File: src/rtl/seq_window_if.sv
// Interface bundling the configuration, serial-input and status signals of
// seq_window_ctrl. The controller connects through the slave modport; the
// configuration/stream side uses the master modport.
interface seq_window_if #(
  parameter int PAT_W = 4,
  parameter int CNT_W = 8
);
  localparam int LEN_W = $clog2(PAT_W + 1);

  logic             start;
  logic [PAT_W-1:0] pat;
  logic [LEN_W-1:0] pat_len;
  logic [CNT_W-1:0] win_len;
  logic             x_valid;
  logic             x;
  logic             busy;
  logic             match;
  logic [CNT_W-1:0] match_cnt;
  logic             done;

  modport master (
    output start, pat, pat_len, win_len, x_valid, x,
    input  busy, match, match_cnt, done
  );

  modport slave (
    input  start, pat, pat_len, win_len, x_valid, x,
    output busy, match, match_cnt, done
  );
endinterface

File: src/rtl/seq_window_ctrl.sv
// Windowed serial pattern detector. On an accepted start it latches the
// pattern, its length and the window length, then consumes win_len valid bits
// of x, pulsing match on every completed pattern and counting matches. done
// pulses for one cycle when the window closes.
// All state advances on the falling edge of clk; clr is an asynchronous,
// active-low reset.
// Optional feature macro: NON_OVERLAP_EN -- when defined, a match clears the
// shift register so the next match needs a full pattern of fresh bits.
module seq_window_ctrl #(
  parameter int PAT_W = 4,
  parameter int CNT_W = 8
) (
  input logic        clk,
  input logic        clr,
  seq_window_if.slave bus
);

  localparam int LEN_W = $clog2(PAT_W + 1);

  typedef enum logic [1:0] {
    S_IDLE = 2'd0,
    S_RUN  = 2'd1,
    S_DONE = 2'd2
  } state_t;

  state_t           r_state;
  state_t           w_state_next;

  // Latched window configuration
  logic [PAT_W-1:0] r_pat;
  logic [LEN_W-1:0] r_len;
  logic [CNT_W-1:0] r_win;

  // Window progress
  logic [PAT_W-1:0] r_sr;
  logic [LEN_W-1:0] r_since;      // bits since start/last clear, saturates at PAT_W
  logic [CNT_W-1:0] r_bit_cnt;
  logic [CNT_W-1:0] r_match_cnt;
  logic             r_match;

  logic [LEN_W-1:0] w_len_eff;
  logic [PAT_W-1:0] w_mask;
  logic [PAT_W-1:0] w_sr_next;
  logic [LEN_W-1:0] w_since_next;
  logic [CNT_W-1:0] w_bit_cnt_next;
  logic             w_take;
  logic             w_last;
  logic             w_hit;

  // Effective pattern length: zero means one bit, oversize clamps to PAT_W
  always_comb begin
    // NOTE: every always_comb output gets a default first so no path can leave it unassigned (no latch).
    w_len_eff = bus.pat_len;
    if (bus.pat_len == '0) begin
      w_len_eff = LEN_W'(1);
    end else if (bus.pat_len > LEN_W'(PAT_W)) begin
      w_len_eff = LEN_W'(PAT_W);
    end
  end

  // Compare mask covering the low r_len bits of the shift register
  always_comb begin
    w_mask = '0;
    for (int i = 0; i < PAT_W; i++) begin
      w_mask[i] = (i < int'(r_len));
    end
  end

  assign w_take         = (r_state == S_RUN) && bus.x_valid;
  assign w_sr_next      = {r_sr[PAT_W-2:0], bus.x};
  assign w_since_next   = (r_since == LEN_W'(PAT_W)) ? r_since : r_since + 1'b1;
  assign w_bit_cnt_next = r_bit_cnt + 1'b1;
  assign w_last         = w_take && (w_bit_cnt_next == r_win);
  assign w_hit          = w_take && (w_since_next >= r_len) &&
                          ((w_sr_next & w_mask) == (r_pat & w_mask));

  // State register
  always_ff @(negedge clk or negedge clr) begin
    if (!clr) begin
      r_state <= S_IDLE;
    end else begin
      // NOTE: sequential state uses non-blocking assignments so every register samples pre-edge values.
      r_state <= w_state_next;
    end
  end

  // Next-state logic
  always_comb begin
    w_state_next = r_state;
    case (r_state)
      S_IDLE: begin
        if (bus.start) begin
          w_state_next = (bus.win_len == '0) ? S_DONE : S_RUN;
        end
      end
      S_RUN: begin
        if (w_last) begin
          w_state_next = S_DONE;
        end
      end
      S_DONE:  w_state_next = S_IDLE;
      default: w_state_next = S_IDLE;
    endcase
  end

  // Datapath: configuration latch, shift register, counters and match pulse
  always_ff @(negedge clk or negedge clr) begin
    if (!clr) begin
      // NOTE: configuration registers are reset too, so nothing ever reads an undefined pattern or length.
      r_pat       <= '0;
      r_len       <= '0;
      r_win       <= '0;
      r_sr        <= '0;
      r_since     <= '0;
      r_bit_cnt   <= '0;
      r_match_cnt <= '0;
      r_match     <= 1'b0;
    end else begin
      r_match <= w_hit;
      if ((r_state == S_IDLE) && bus.start) begin
        r_pat       <= bus.pat;
        r_len       <= w_len_eff;
        r_win       <= bus.win_len;
        r_sr        <= '0;
        r_since     <= '0;
        r_bit_cnt   <= '0;
        r_match_cnt <= '0;
      end else if (w_take) begin
        r_bit_cnt <= w_bit_cnt_next;
        if (w_hit) begin
          r_match_cnt <= r_match_cnt + 1'b1;
        end
`ifdef NON_OVERLAP_EN
        if (w_hit) begin
          r_sr    <= '0;
          r_since <= '0;
        end else begin
          r_sr    <= w_sr_next;
          r_since <= w_since_next;
        end
`else
        r_sr    <= w_sr_next;
        r_since <= w_since_next;
`endif
      end
    end
  end

  assign bus.busy      = (r_state == S_RUN);
  assign bus.done      = (r_state == S_DONE);
  assign bus.match     = r_match;
  assign bus.match_cnt = r_match_cnt;

endmodule

File: src/flat_wrapper.sv
// flat-port wrapper written by rule: the top's interface ports become plain ports
module seq_window_ctrl_flat 
#(
  parameter int PAT_W = 4,
  parameter int CNT_W = 8
)
  (clk, clr, bus_start, bus_pat, bus_pat_len, bus_win_len, bus_x_valid, bus_x, bus_busy, bus_match, bus_match_cnt, bus_done);
  seq_window_if #(.PAT_W(PAT_W), .CNT_W(CNT_W)) bus_i ();
  input logic clk;
  input logic clr;
  input wire logic [$bits(bus_i.start)-1:0] bus_start;
  input wire logic [$bits(bus_i.pat)-1:0] bus_pat;
  input wire logic [$bits(bus_i.pat_len)-1:0] bus_pat_len;
  input wire logic [$bits(bus_i.win_len)-1:0] bus_win_len;
  input wire logic [$bits(bus_i.x_valid)-1:0] bus_x_valid;
  input wire logic [$bits(bus_i.x)-1:0] bus_x;
  output wire logic [$bits(bus_i.busy)-1:0] bus_busy;
  output wire logic [$bits(bus_i.match)-1:0] bus_match;
  output wire logic [$bits(bus_i.match_cnt)-1:0] bus_match_cnt;
  output wire logic [$bits(bus_i.done)-1:0] bus_done;
  assign bus_i.start = bus_start;
  assign bus_i.pat = bus_pat;
  assign bus_i.pat_len = bus_pat_len;
  assign bus_i.win_len = bus_win_len;
  assign bus_i.x_valid = bus_x_valid;
  assign bus_i.x = bus_x;
  assign bus_busy = bus_i.busy;
  assign bus_match = bus_i.match;
  assign bus_match_cnt = bus_i.match_cnt;
  assign bus_done = bus_i.done;
  seq_window_ctrl #(.PAT_W(PAT_W), .CNT_W(CNT_W)) u_core (.clk(clk), .clr(clr), .bus(bus_i));
endmodule
File: config.mk
export PLATFORM = sky130hd
export DESIGN_NAME = seq_window_ctrl_flat
export DESIGN_NICKNAME = d
export VERILOG_FILES = /design/src/rtl/seq_window_if.sv /design/src/rtl/seq_window_ctrl.sv /design/src/flat_wrapper.sv
export SDC_FILE = /design/constraint.sdc
export NUM_CORES = 1
export LEC_CHECK = 0
export BUFFER_PORTS_ARGS = -buffer_cell sky130_fd_sc_hd__buf_4
export CELL_PAD_IN_SITES_DETAIL_PLACEMENT = 1
export CELL_PAD_IN_SITES_GLOBAL_PLACEMENT = 1
export CORE_UTILIZATION = 30
export DETAILED_ROUTE_END_ITERATION = 10
export PLACE_DENSITY = 0.62
export SLEW_MARGIN = 30
export SYNTH_ARGS = -nofsm -noshare
export SYNTH_HDL_FRONTEND = slang
export SYNTH_SLANG_ARGS = --single-unit
File: constraint.sdc
create_clock -name clk -period 2.6 [get_ports clk]
set_input_delay 0.13 -clock clk [delete_from_list [all_inputs] [get_ports clk]]
set_output_delay 0.13 -clock clk [all_outputs]
set_load 0.005 [all_outputs]
Yosys cells after proc, flatten, opt, wreduce, memory -nomap -nowiden. Index checks and enable logic that the tools add are counted.

Input port bits: 20. Word-level logic and storage cells: 55. Register bits: 40.

Multiplexer cells: 16. Reduce and logical (&&, ||, !) cells: 12. $lt $le $gt $ge: 6. Add/subtract/negate cells: 3. Bitwise gates (word level): 2. Equality and inequality tests: 7.

Operator list (number): $mux W8 (5); $mux W3 (7); $add A8 B1 Y8 const B (2); $and A4 B4 Y4 (2); $eq A8 B8 Y1 (1); $logic_not A8 Y1 (1); $lt A1 B3 Y1 const A (2); $lt A2 B3 Y1 const A (2); $mux W2 (3); $logic_and A1 B1 Y1 (5); $eq A4 B4 Y1 (1); $pmux W2 S2 (1); $reduce_and A2 Y1 (2); $reduce_bool A2 Y1 (2); $add A3 B1 Y3 const B (1); $eq A3 B3 Y1 const B (1); $ge A3 B3 Y1 (1); $gt A3 B3 Y1 const B (1); $logic_not A3 Y1 (1); $eq A2 B1 Y1 const B (1); $eq A2 B2 Y1 const B (1); $logic_not A2 Y1 (1); $ne A2 B1 Y1 const B (1); $ne A2 B2 Y1 const B (1).

Depth between registers and ports, before layout. Gate-level depths: netlist of run 1.

Depth after elaboration: 8. Mapped depth: 10. Gate-level depth less buffers: 10.

==> results of run 1 <==
power groups by stage:
stage / Combinational (mW) / Sequential (mW) / Clock, mW
finish: 1.46 / 1.10 / 0.406
global route: 1.65 / 1.14 / 0.453
CTS: 1.46 / 1.10 / 0.427
detailed placement: 1.45 / 1.11 / 0
global placement: 1.39 / 1.11 / 0
floorplan: 1.05 / 1.03 / 0
kinds of logic after synthesis:
family                     after synthesis
AOI/OAI and AO/OA                       48
xor gates and xnor gates                14
adders and majority gates                7
buffers and inverters                   21
DFF                                     40
muxes                                    5
and+or+nand+nor                        117
final timing paths:
kind,startpoint,endpoint,slack (ns)
max in group asynchronous,clr,u_core.r_bit_cnt[5],1.20
min in group asynchronous,clr,u_core.r_win[0],1.00
worst min-delay path,u_core.r_win[1],u_core.r_win[1],0.44
worst max register to register,u_core.r_since[1],u_core.bus.match_cnt[0],0.20
worst max-delay path,u_core.r_state[0],bus_busy,0.08
worst min register to register,u_core.r_win[1],u_core.r_win[1],0.44
registers in the layout (all words and copies together), names as in the netlist:
name / count
u_core.r_bit_cnt: 8
u_core.r_win: 8
u_core.r_sr: 3
u_core.bus.match_cnt: 8
u_core.r_len: 3
u_core.r_since: 3
u_core.r_pat: 4
u_core.bus.match: 1
u_core.r_state: 2
metal layers:
layer  global-route usage, %  share of wire [%]
met2                    24.9                 45
met4                    6.30                2.1
met3                    2.99                2.7
met5                       0                  0
met1                    23.7                 50
layout make-up:
class                      count  area (um2)
clock buffer                   6        72.6
clock inverter                 1        5.00
fill                         864        4480
inverter                       8        30.0
multi-input combinational    191        1180
sequential                    40        1000
tap                           99         124
timing repair buffer          48         360
cell usage in the layout, fill, tap and decap left out, types with 2 or more instances in the layout:
cell type  count
nand2_1       60
clkbuf_8       5
xor2_1         4
xnor2_1       10
nand3b_1       3
nand2b_1       7
a22o_1         5
nor2b_2        2
nor4_1         2
mux2i_1        4
or4_1          4
buf_4         48
a21oi_1        7
o41ai_1        3
nor2_1        18
o21ai_0       16
dfrtn_1       40
nand4_1        4
a211oi_1       2
nor4_2         2
nand3_1        4
and3_1         2
inv_1          8
a31oi_1        4
ha_1           7
o31ai_1        3
critical path, cell delays in order (launching register included):
cell and delay [ns]:
dfrtn_1 0.45, nor2b_2 0.21, buf_4 0.13
timing repair:
item / 4_1_cts / 5_1_grt
buffers inserted: 0 / 1
resized for setup: 0 / 4
endpoints found under the setup margin: 0 / 4
==> run metrics, run 1 <==
Clk Latency, worst-skew pair=0.30 ns; cells on worst reg2reg path=11; Synth area leaders=dfrtn_1 44%, nand2_1 10%, ha_1 3.9%, xnor2_1 3.9%, o21ai_0 3.5%; Clock Sinks=40; post-synthesis compound-gate area fraction=15.4%; vias in the first global route=1,990; first-pass GRT wire length=9.82 mm; Crit Path Class=flop to output port; RSZ-0062 raised after global routing=false; Setup TNS Final=0 ns; drt total wl=5.75 mm; Seq pwr share=37.0%; Switching Power=1.26 mW; Die Width=88.7 um; Int Pwr=1.71 mW; Max-Slew Margin vs Limit=64.1%; drt pass-1 iters=4; Synth async-reset ratio=100%; Die H=88.7 um; Mapped Cells=252; synthesis-to-finish area growth=22.9%; final cell count without fillers=393; Num CTS Buffers=5; Total Power=2.96 mW; area leader, netlist=dfrtn_1; Main synth FF type=dfrtn_1; status=complete, no violations; max_cap viols=0; # rows=31; Arr. time, crit path=2.39 ns; top-count cell post-synth=nand2_1; yosys warns=0; Pins Over Slew Limit=0; Final Core Density=38.2%; sequential cell area fraction in the yosys report=44.3%; Worst setup SP type=flop; pwr/cell area=1070 mW/mm2; power share of the clock group=13.7%; via count=1,941; fin area=0.00277 mm2; Post-Syn Nets=279; Final Hold Vio Count=0; area after detailed placement=0.00268 mm2; Final setup viols=0; Synth Area in XOR/XNOR=5.43%; Synth Cell Area=0.00226 mm2; Least-Margin Pin Slew=0.539 ns; #FFs+latches synth=40; wire per inst=14.6 um; DRC errors left=0; Hold Buf Count CTS=0; Clk pin slew, worst setup/hold paths=0.05 ns; Max Root-Sink Buffers=2; number of synthesized flops with an enable pin=0; largest net degree at the start of global routing=41; Ant. Diodes=0; root cell of the clock tree=clkbuf_8; post-synthesis adder-cell area fraction=3.88%; largest family of logic cells by synthesized area=simple AND/OR/NAND/NOR gates; WHS Path Cells=2; Gate power share=49.3%; static leakage=1.29 nW; final clock skew=0.00638 ns; initial antenna violation count=0; hold_ws=0.441 ns; Setup crit end kind=output port; Initial Utilization=31.1%; total grt overflow=0; die area=0.00787 mm2; Worst VDD drop=0.315 mV; distinct cell type count after synthesis=43; synthesized-area fraction occupied by and/or/nand/nor cells=24.7%; port bufs=30; synth cell count leaders=60 x nand2_1, 40 x dfrtn_1, 19 x nor2_1; CP Max Fanout=4; pre-CTS setup slack=-0.215 ns; share of cells above drive strength 1=22.1%; IO Pins=31; RD Place Congestion=0.766; placed cell count=385; CTS H-tree depth=2; core box area=0.00725 mm2; final setup margin=0.0801 ns; switching part of the total=42.4%; Mapped Avg Cell Area=8.96 um2; Min-Delay Path Class=flop to flop; Nets=321; DR vias/cell=4.94; DRT iter0 DRCs=72; dpl hpwl=4.19 mm; Antenna Nets Post-Route=0; gr usage total=16.6%; mux cell area share after synthesis=2.27%; CTS tree=yes; WP data required=2.47 ns; top cell type's share of synthesized area=44.3%
Note: power is estimated with default switching activity, not from simulation.
==> inputs of run 2 (changes only) <==
--- a/config.mk
+++ b/config.mk
@@ -10,6 +10,7 @@
 export CELL_PAD_IN_SITES_GLOBAL_PLACEMENT = 1
 export CORE_UTILIZATION = 30
 export DETAILED_ROUTE_END_ITERATION = 10
+export GPL_TIMING_DRIVEN = 0
 export PLACE_DENSITY = 0.62
 export SLEW_MARGIN = 30
 export SYNTH_ARGS = -nofsm -noshare
==> run 2 against run 1 <==
Non-clock buffer count decreased by 6. Power is 5.1% higher. Flip-flop and latch count did not move. Clock power grew 42%. Critical path type unchanged. Worst hold slack gained 0.0031 ns. Combinational power barely moved.
==> run metrics, run 2 (synthesis gave the netlist of run 1 again) <==
status=complete, no violations (unchanged); DR vias/cell=4.90 (was 4.94); area after detailed placement=0.00261 mm2 (was 0.00268 mm2); Int Pwr=1.82 mW (was 1.71 mW); RD Place Congestion=0.735 (was 0.766); most common cell after layout, fill and taps aside=nand2_1 (unchanged); initial antenna violation count=0 (unchanged); max_cap viols=0 (unchanged); CP Cell Sequence=buf_4 > nor2b_4 > buf_4 (was nor2b_2 > buf_4); Pins Over Slew Limit=0 (unchanged); Setup crit end kind=output port (unchanged); share of cells above drive strength 1=18.0% (was 22.1%); Min-Delay Path Class=flop to flop (unchanged); port bufs=30 (unchanged); cells on worst reg2reg path=10 (was 11); Clock Sinks=40 (unchanged); first-pass GRT wire length=9.67 mm (was 9.82 mm); WP data required=2.47 ns (about the same); Least-Margin Pin Slew=0.540 ns (was 0.539 ns); Setup TNS Final=0 ns (unchanged); Worst Hold Path EP=u_core.r_win[2] (was u_core.r_win[1]); internal reg-to-reg setup slack=0.19 ns (was 0.20 ns); CTS tree=yes (unchanged); Num CTS Buffers=5 (unchanged); Fillers=870 (was 864); Clk pin slew, worst setup/hold paths=0.06 ns (was 0.05 ns); gr usage total=16.6% (about the same); Clk Latency, worst-skew pair=0.30 ns (about the same); hold_sp=u_core.r_win[2] (was u_core.r_win[1]); wire per inst=15.0 um (was 14.6 um); Worst setup SP type=flop (unchanged); Die Width=88.7 um (unchanged); final clock skew=0.00442 ns (was 0.00638 ns); Max-Slew Margin vs Limit=64.0% (was 64.1%); most frequent cells in the layout=60 x nand2_1, 40 x dfrtn_1, 33 x buf_4, 19 x nor2_1, 16 x o21ai_0 (was 60 x nand2_1, 48 x buf_4, 40 x dfrtn_1, 18 x nor2_1, 16 x o21ai_0); Seq pwr share=34.5% (was 37.0%); FF-to-FF Start=u_core.r_since[0] (was u_core.r_since[1]); slowest stage delay, CP=0.38 ns (was 0.45 ns); Ant. Diodes=0 (unchanged); via count=1,900 (was 1,941); Arr. time, crit path=2.40 ns (was 2.39 ns); CP Max Fanout=4 (unchanged); Max Root-Sink Buffers=2 (unchanged); IO Pins=31 (unchanged); DRT iter0 DRCs=80 (was 72); Switching Power=1.30 mW (was 1.26 mW); WHS Path Cells=2 (unchanged); root cell of the clock tree=clkbuf_8 (unchanged); Hold Buf Count CTS=0 (unchanged); DRC errors left=0 (unchanged); WP buf/inv=2 (was 1); pwr/cell area=1130 mW/mm2 (was 1070 mW/mm2); drt total wl=5.81 mm (was 5.75 mm); # rows=31 (unchanged); CP most frequent cell=buf_4; Nets=315 (was 321); vias in the first global route=1,917 (was 1,990); Final Hold Vio Count=0 (unchanged); core box area=0.00725 mm2 (unchanged); switching part of the total=41.7% (was 42.4%); Initial Utilization=31.1% (unchanged); total grt overflow=0 (unchanged); static leakage=1.29 nW (about the same); Crit Path Class=flop to output port (unchanged); synthesis-to-finish area growth=22.6% (was 22.9%); fin area=0.00277 mm2 (about the same); Die H=88.7 um (unchanged); Worst VDD drop=0.352 mV (was 0.315 mV); die area=0.00787 mm2 (unchanged); Final setup viols=0 (unchanged); RSZ-0062 raised after global routing=false (unchanged); dpl hpwl=4.26 mm (was 4.19 mm); CTS H-tree depth=2 (unchanged); drt pass-1 iters=4 (unchanged); Antenna Nets Post-Route=0 (unchanged); largest net degree at the start of global routing=41 (unchanged); RR Endpoint=u_core.bus.match_cnt[6] (was u_core.bus.match_cnt[0]); power share of the clock group=18.5% (was 13.7%); Critical-path top delay cell=dfrtn_1 (unchanged); Gate power share=47.0% (was 49.3%); family with the most delay on the worst path=flip-flops (unchanged)
[run 2: cell types whose count changed in the layout (fill, tap and decap cells not counted), moves of 2 or more]
cell      previous run  this run
buf_2                0         3
buf_4               48        33
clkbuf_1             1         5
clkbuf_8             5         7
nor2b_2              2         0
[run 2: what timing repair did]
item                                    in CTS  in global routing
pin swaps                                    0                  2
buffers inserted                             0                  1
resized for setup                            2                  2
endpoints found under the setup margin       1                 14
hold endpoints to repair                     0                  0
[run 2: cell type report]
cell class | count | area [um2] | share of cell area (%)
multi-input combinational | 191 | 1200 | 43.4
sequential | 40 | 1000 | 36.2
timing repair buffer | 31 | 233 | 8.41
tap | 99 | 124 | 4.48
clock buffer | 7 | 96.3 | 3.48
buffer | 11 | 52.6 | 1.90
clock inverter | 1 | 30.0 | 1.09
inverter | 8 | 30.0 | 1.09
[run 2: power by group through the flow]
stage               combinational, mW  sequential (mW)  clock, mW
floorplan                        1.05             1.03          0
global placement                 1.36             1.08          0
detailed placement               1.41             1.09          0
CTS                              1.43             1.08      0.588
global route                     1.68             1.11      0.619
finish                           1.46             1.08      0.577
[run 2: metal layers]
layer	up-vias	track usage (%)	wire length [um]
met1	932	23.4	2960
met4	0	5.28	73
met2	19	25.8	2650
li1	942	-	-
met5	-	0	0
met3	7	3.17	123
[run 2: how the worst max path moves through the flow]
stage | from | end | slack [ns] | depth (start not counted)
after floorplan | bus_x_valid | u_core.bus.match_cnt[6] | 0.007 | 5
after global placement | bus_start | u_core.r_bit_cnt[5] | -0.29 | 7
after detailed placement | bus_start | u_core.r_bit_cnt[3] | -0.29 | 7
after CTS | bus_start | u_core.r_bit_cnt[3] | 0.01 | 7
after global routing | u_core.r_since[0] | u_core.bus.match_cnt[6] | 0.003 | 10
final | u_core.r_state[1] | bus_busy | 0.07 | 3
[run 2: tightest hold or removal path, cell delays in order (launching register included)]
cell and delay [ns]:
dfrtn_1 0.42, nand2_1 0.06, nand2_1 0.06
[run 2: metrics by stage]
stage	setup WS (ns)	utilization, %	power (mW)	instances	hold WS [ns]
after floorplan	0.00727	-	2.08	252	0.421
after global placement	-0.290	36.0	2.45	381	0.437
after detailed placement	-0.295	36.0	2.50	381	0.444
after CTS	0.0137	37.9	3.09	389	0.445
after global routing	0.00280	38.1	3.41	388	0.487
final	0.0665	38.1	3.12	388	0.444
